## src/rtl/sfifo_pkg.sv

```systemverilog
// Shared constants and helpers for the parameterised synchronous FIFO.
package sfifo_pkg;

  localparam int unsigned DEF_WIDTH = 8;
  localparam int unsigned DEF_DEPTH = 8;

  // Pointer width: address bits plus one wrap bit.
  function automatic int unsigned ptr_w(input int unsigned depth);
    return $clog2(depth) + 1;
  endfunction

endpackage : sfifo_pkg

```

## src/rtl/sfifo_param_mem.sv

```systemverilog
// Storage array for sfifo_param: one synchronous write port, one registered read port.
// The array itself is not reset; only the read-data register is.
module sfifo_param_mem
  import sfifo_pkg::*;
#(
  parameter int unsigned WIDTH = DEF_WIDTH,
  parameter int unsigned DEPTH = DEF_DEPTH
) (
  input  logic                     clk,
  input  logic                     reset,
  input  logic                     wr_en_i,
  input  logic [$clog2(DEPTH)-1:0] wr_addr_i,
  input  logic [WIDTH-1:0]         wr_data_i,
  input  logic                     rd_en_i,
  input  logic [$clog2(DEPTH)-1:0] rd_addr_i,
  output logic [WIDTH-1:0]         rd_data_o
);

  logic [WIDTH-1:0] mem_q [DEPTH];
  logic [WIDTH-1:0] rd_data_q;

  // Write port: store the word on an accepted write.
  always_ff @(posedge clk) begin
    if (wr_en_i) begin
      mem_q[wr_addr_i] <= wr_data_i;
    end
  end

  // Read port: capture the addressed word on an accepted read, otherwise hold.
  always_ff @(posedge clk or posedge reset) begin
    if (reset) begin
      rd_data_q <= '0;
    end else if (rd_en_i) begin
      rd_data_q <= mem_q[rd_addr_i];
    end
  end

  assign rd_data_o = rd_data_q;

endmodule : sfifo_param_mem

```

## src/rtl/sfifo_param.sv

```systemverilog
// Parameterised synchronous FIFO: pointers, occupancy count, status flags.
// Optional sticky overflow/underflow detection is built when SFIFO_ERR_EN is defined.
module sfifo_param
  import sfifo_pkg::*;
#(
  parameter int unsigned WIDTH    = DEF_WIDTH,
  parameter int unsigned DEPTH    = DEF_DEPTH,
  parameter int unsigned AF_LEVEL = DEPTH - 2,
  parameter int unsigned AE_LEVEL = 2
) (
  input  logic                   clk,
  input  logic                   reset,
  input  logic                   write_enable,
  input  logic                   read_enable,
  input  logic [WIDTH-1:0]       data_in,
  output logic [WIDTH-1:0]       data_out,
  output logic                   full,
  output logic                   empty,
  output logic                   almost_full,
  output logic                   almost_empty,
  output logic [$clog2(DEPTH):0] count,
  output logic                   overflow,
  output logic                   underflow
);

  localparam int unsigned AW = $clog2(DEPTH);
  localparam int unsigned PW = ptr_w(DEPTH);

  localparam logic [PW-1:0] DEPTH_C = PW'(DEPTH);
  localparam logic [PW-1:0] AF_C    = PW'(AF_LEVEL);
  localparam logic [PW-1:0] AE_C    = PW'(AE_LEVEL);

  logic [PW-1:0] wr_ptr_q, wr_ptr_d;
  logic [PW-1:0] rd_ptr_q, rd_ptr_d;
  logic [PW-1:0] count_q, count_d;
  logic          rd_acc, wr_acc;

  // Full/empty from pointer equality and wrap-bit comparison.
  assign empty = (wr_ptr_q == rd_ptr_q);
  assign full  = (wr_ptr_q[PW-1] != rd_ptr_q[PW-1]) &&
                 (wr_ptr_q[AW-1:0] == rd_ptr_q[AW-1:0]);

  assign almost_full  = (count_q >= AF_C);
  assign almost_empty = (count_q <= AE_C);
  assign count        = count_q;

  // Accept logic; a write into a full FIFO is allowed when a read frees a slot.
  assign rd_acc = read_enable & ~empty;
  assign wr_acc = write_enable & (~full | rd_acc);

  // Next-state for pointers and occupancy.
  always_comb begin
    wr_ptr_d = wr_ptr_q;
    rd_ptr_d = rd_ptr_q;
    count_d  = count_q;
    if (wr_acc) wr_ptr_d = wr_ptr_q + PW'(1);
    if (rd_acc) rd_ptr_d = rd_ptr_q + PW'(1);
    case ({wr_acc, rd_acc})
      2'b10:   count_d = count_q + PW'(1);
      2'b01:   count_d = count_q - PW'(1);
      default: count_d = count_q;
    endcase
  end

  // Pointer and count registers.
  always_ff @(posedge clk or posedge reset) begin
    if (reset) begin
      wr_ptr_q <= '0;
      rd_ptr_q <= '0;
      count_q  <= '0;
    end else begin
      wr_ptr_q <= wr_ptr_d;
      rd_ptr_q <= rd_ptr_d;
      count_q  <= count_d;
    end
  end

  sfifo_param_mem #(
    .WIDTH (WIDTH),
    .DEPTH (DEPTH)
  ) u_mem (
    .clk       (clk),
    .reset     (reset),
    .wr_en_i   (wr_acc),
    .wr_addr_i (wr_ptr_q[AW-1:0]),
    .wr_data_i (data_in),
    .rd_en_i   (rd_acc),
    .rd_addr_i (rd_ptr_q[AW-1:0]),
    .rd_data_o (data_out)
  );

`ifdef SFIFO_ERR_EN
  logic ovf_q, ovf_d;
  logic unf_q, unf_d;

  // Sticky error next-state: set on any rejected request.
  always_comb begin
    ovf_d = ovf_q | (write_enable & ~wr_acc);
    unf_d = unf_q | (read_enable & ~rd_acc);
  end

  // Sticky error registers, cleared only by reset.
  always_ff @(posedge clk or posedge reset) begin
    if (reset) begin
      ovf_q <= 1'b0;
      unf_q <= 1'b0;
    end else begin
      ovf_q <= ovf_d;
      unf_q <= unf_d;
    end
  end

  assign overflow  = ovf_q;
  assign underflow = unf_q;
`else
  assign overflow  = 1'b0;
  assign underflow = 1'b0;
`endif

endmodule : sfifo_param

```

## config.mk

```make
export PLATFORM = sky130hd
export DESIGN_NAME = sfifo_param
export DESIGN_NICKNAME = d
export VERILOG_FILES = /design/src/rtl/sfifo_pkg.sv /design/src/rtl/sfifo_param_mem.sv /design/src/rtl/sfifo_param.sv
export SDC_FILE = /design/constraint.sdc
export NUM_CORES = 1
export LEC_CHECK = 0
export ABC_CLOCK_PERIOD_IN_PS = 3000
export CORE_UTILIZATION = 40
export CTS_BUF_LIST = sky130_fd_sc_hd__clkbuf_4
export CTS_CLUSTER_SIZE = 40
export DETAILED_ROUTE_END_ITERATION = 10
export HOLD_SLACK_MARGIN = 0.02
export PLACE_DENSITY = 0.64
export SLEW_MARGIN = 5
export SYNTH_ARGS = -nofsm -noshare
export SYNTH_HDL_FRONTEND = slang
export SYNTH_HIERARCHICAL = 1
export SYNTH_SLANG_ARGS = --single-unit
```

## constraint.sdc

```tcl
create_clock -name clk -period 3 [get_ports clk]
set_input_delay 0.45 -clock clk [delete_from_list [all_inputs] [get_ports clk]]
set_output_delay 0.45 -clock clk [all_outputs]
set_load 0.005 [all_outputs]
```

==> flow_summary_export.csv, run 1 <==
group,metric,value,unit
global_route,antenna_found_initial,0,
logic_synthesis,synthTopCellsByArea,"edfxtp_1 51%, dfrtp_1 13%, mux2i_1 6.9%, nor2b_1 3.0%, a41o_1 2.1%",
detailed_routing,drt_pass1_iterations,7,
floorplanning,rows,35,
logic_synthesis,synth_area,3800,um2
detailed_routing,viasPerCell,5.39,
floorplanning,io_pins,30,
logic_synthesis,seq_area_frac_synth,63.8,%
cells_and_area,nNetsFinal,316,
global_route,grt_pass1_wl,12.0,mm
pwr,pwr_density_cell,983,nW/um2
cells_and_area,diodes,0,
place,hpwl,4.73,mm
floorplanning,die_width,99.4,um
outcome,status,"complete, but fails checks",
cells_and_area,drive_gt1_share,10.5,%
timing,tightest_slew,1.00,ns
logic_synthesis,synth_warnings,6,
global_route,grt.total_usage,16.5,%
logic_synthesis,yosys_register_bits,84,
global_route,grt_max_degree,45,
worst_setup_path,critPathLaunchType,"flop",
worst_setup_path,worst_setup_path_end_kind,"output port",
global_route,first_global_vias,2167,
pwr,leakage,1.62,nW
detailed_routing,drt-total-wl,7.55,mm
place,placed_area,4170,um2
timing,setup_viol,0,
pwr,vdd_ir_drop_max,0.000365,V
logic_synthesis,postSynthAreaPerCell,14.2,um2
logic_synthesis,synth.distinct_cells,54,
detailed_routing,wire_per_inst,18.2,um
detailed_routing,drc_errors,2,
timing,max_freq,0.374,GHz
logic_synthesis,yosysTopAreaCellShare,50.6,%
timing,finalSetupTns,0,ns
clocking,cts_resized,0,
clocking,cts.reportedPaths.clkPinSlew,0.14,ns
timing,hold_violations,0,
timing,period_share,89.1,%
cells_and_area,area.sequential,2420,um2
cells_and_area,finalInstanceArea,4330,um2
cells_and_area,areaGrowthSynthToFinish,14.2,%
clocking,clock_latency,0.42,ns
cells_and_area,n_fill_cell,824,
logic_synthesis,synthFlopType,"edfxtp_1",
detailed_routing,ant_nets,0,
clocking,post_cts_buffers,0,
logic_synthesis,synth_area_leader_cell,"edfxtp_1",
logic_synthesis,synth_cells,267,
clocking,cts_tree,"built",
clocking,cts_htree_levels,3,
timing,relSlewSlack,32.9,%
timing,skew,0.0130,ns
floorplanning,die_h,99.4,um
worst_setup_path,r2r_setup_slack,0.43,ns
hold_path,worst_hold_path_type,"in2async",
place,place.gp.congestion,0.753,
clocking,numCtsBuffers,9,
clocking,postCtsHoldBufs,0,
detailed_routing,num_vias,2237,
floorplanning,initial_utilization,41.3,%
floorplanning,core_area,9200,um2
clocking,cts_root_buffer,"clkbuf_4",
logic_synthesis,async_reset_ff_share,23.8,%
timing,rsz0062_at_grt,"false",
global_route,grt_overflow_total,0,
outcome,violations,"design-rule violations",
clocking,clockBufferDepth,2,
worst_setup_path,crit_fanout,10,
cells_and_area,multi_input_area,1240,um2
flow_run,drv_cap,0,
worst_setup_path,critical_path_arrival,2.22,ns
floorplanning,fp.dieArea,9880,um2
place,io_buffer_count,27,
worst_setup_path,path_class,"reg2out",
logic_synthesis,synth-edff-count,64,
detailed_routing,drtIter0Drc,146,
timing,final.min_clock_period,2.67,ns
timing,finalMaxSlewViolations,0,
worst_setup_path,required,2.55,ns
clocking,numClockSinks,84,
## sequential cells by signal (all words and copies together), names as in the netlist
| name | flops |
|---|---|
| u_mem/rd_data_o | 8 |
| wr_ptr_q | 4 |
| count | 4 |
| rd_ptr_q | 4 |
| u_mem/mem_q | 64 |
## cell families (layout without fill, tap and decap cells)
logic type	after synthesis	after routing	share of synthesized area [%]
multiplexers	28	28	7.45
AND/OR/NAND/NOR	64	64	9.13
AO/OA/AOI/OAI	47	47	10.5
adder cells (fa/ha/maj)	5	5	1.85
buffers and inverters	25	61	3.66
XOR/XNOR	13	13	3.49
other	1	2	0.0988
flip-flops	84	84	63.8
## Yosys cell counts (3+ instances only)
library cell	instances
ha_1	4
a211o_1	8
a41o_1	8
nor2_1	11
nor3_1	3
xnor2_1	8
edfxtp_1	64
a22oi_1	8
nor2b_1	18
o21ai_0	3
buf_4	4
inv_1	8
mux2i_1	26
nand2_1	7
buf_2	3
nand2b_1	4
nand3_1	11
clkbuf_1	4
dfrtp_1	20
xor2_1	4
## area by class of cell
cell class / instances / area share [%]
flip-flops and latches: 84 / 55.9
multi-input cells: 159 / 28.6
repair buffers: 35 / 7.62
well taps: 111 / 3.20
clock inverters: 7 / 2.25
clock buffers: 9 / 1.56
inverters: 10 / 0.866
## metrics by stage
| stage | utilization (%) | instances | total power, W | setup slack (ns) | hold slack, ns |
|---|---|---|---|---|---|
| 2_1_floorplan | - | 268 | 0.00297 | 0.758 | 0.266 |
| 3_3_place_gp | 45.3 | 399 | 0.00351 | 0.363 | 0.555 |
| 3_5_place_dp | 45.3 | 399 | 0.00354 | 0.307 | 0.555 |
| 4_1_cts | 47.1 | 415 | 0.00428 | 0.303 | 0.335 |
| 5_1_grt | 47.1 | 415 | 0.00453 | 0.171 | 0.357 |
| 6_report | 47.1 | 415 | 0.00426 | 0.327 | 0.345 |
## metal layers
layer	global-route usage [%]	part of all wire, %	vias to the layer above	wire length (um)
met5	0	0	-	0
met2	24.9	46	42	3460
met3	2.53	3.2	10	238
li1	-	-	1080	-
met1	23.6	50	1105	3740
met4	7.13	1.5	0	114
## layout by cell type (no fill, tap or decap), types with 7 or more instances in the layout
cell / count
xnor2_1: 8
clkbuf_4: 9
mux2i_1: 26
a211o_1: 8
a41o_1: 8
a22oi_1: 8
nand2_1: 7
inv_1: 8
nor2_1: 11
nor2b_1: 18
nand3_1: 11
clkdlybuf4s50_1: 27
edfxtp_1: 64
dfrtp_1: 19
buf_4: 8
## report_power, final
group	internal [W]	leakage (nW)	switching, W
Combinational	0.000828	0.715	0.000945
Clock	0.000343	0.0846	0.000402
Sequential	0.00154	0.817	0.000206
Total	0.00271	1.62	0.00155
## worst max-delay path: stages, from the launching register on
cell and delay (ns):
dfrtp_1 0.53, xnor2_1 0.30, nand3_1 0.16, buf_4 0.21
nor2_1 0.11, clkdlybuf4s50_1 0.50
## path summary, 6_finish.rpt
check | startpoint | endpoint | depth (start not counted)
max | wr_ptr_q[0] | full | 5
min | reset | u_mem/rd_data_o[0] | 2
max reg2reg | rd_ptr_q[3] | count[3] | 9
min reg2reg | count[0] | count[0] | 1
max in group asynchronous | reset | rd_ptr_q[0] | 2
min in group clk | count[0] | count[0] | 1
No activity file was read; power rests on OpenSTA's default activity.
==> inputs of run 2 (changes only) <==
CTS_CLUSTER_DIAMETER = 60   (was unset)
==> results of run 2 <==
The final DEF is identical to that of run 1; final timing and power are the same.
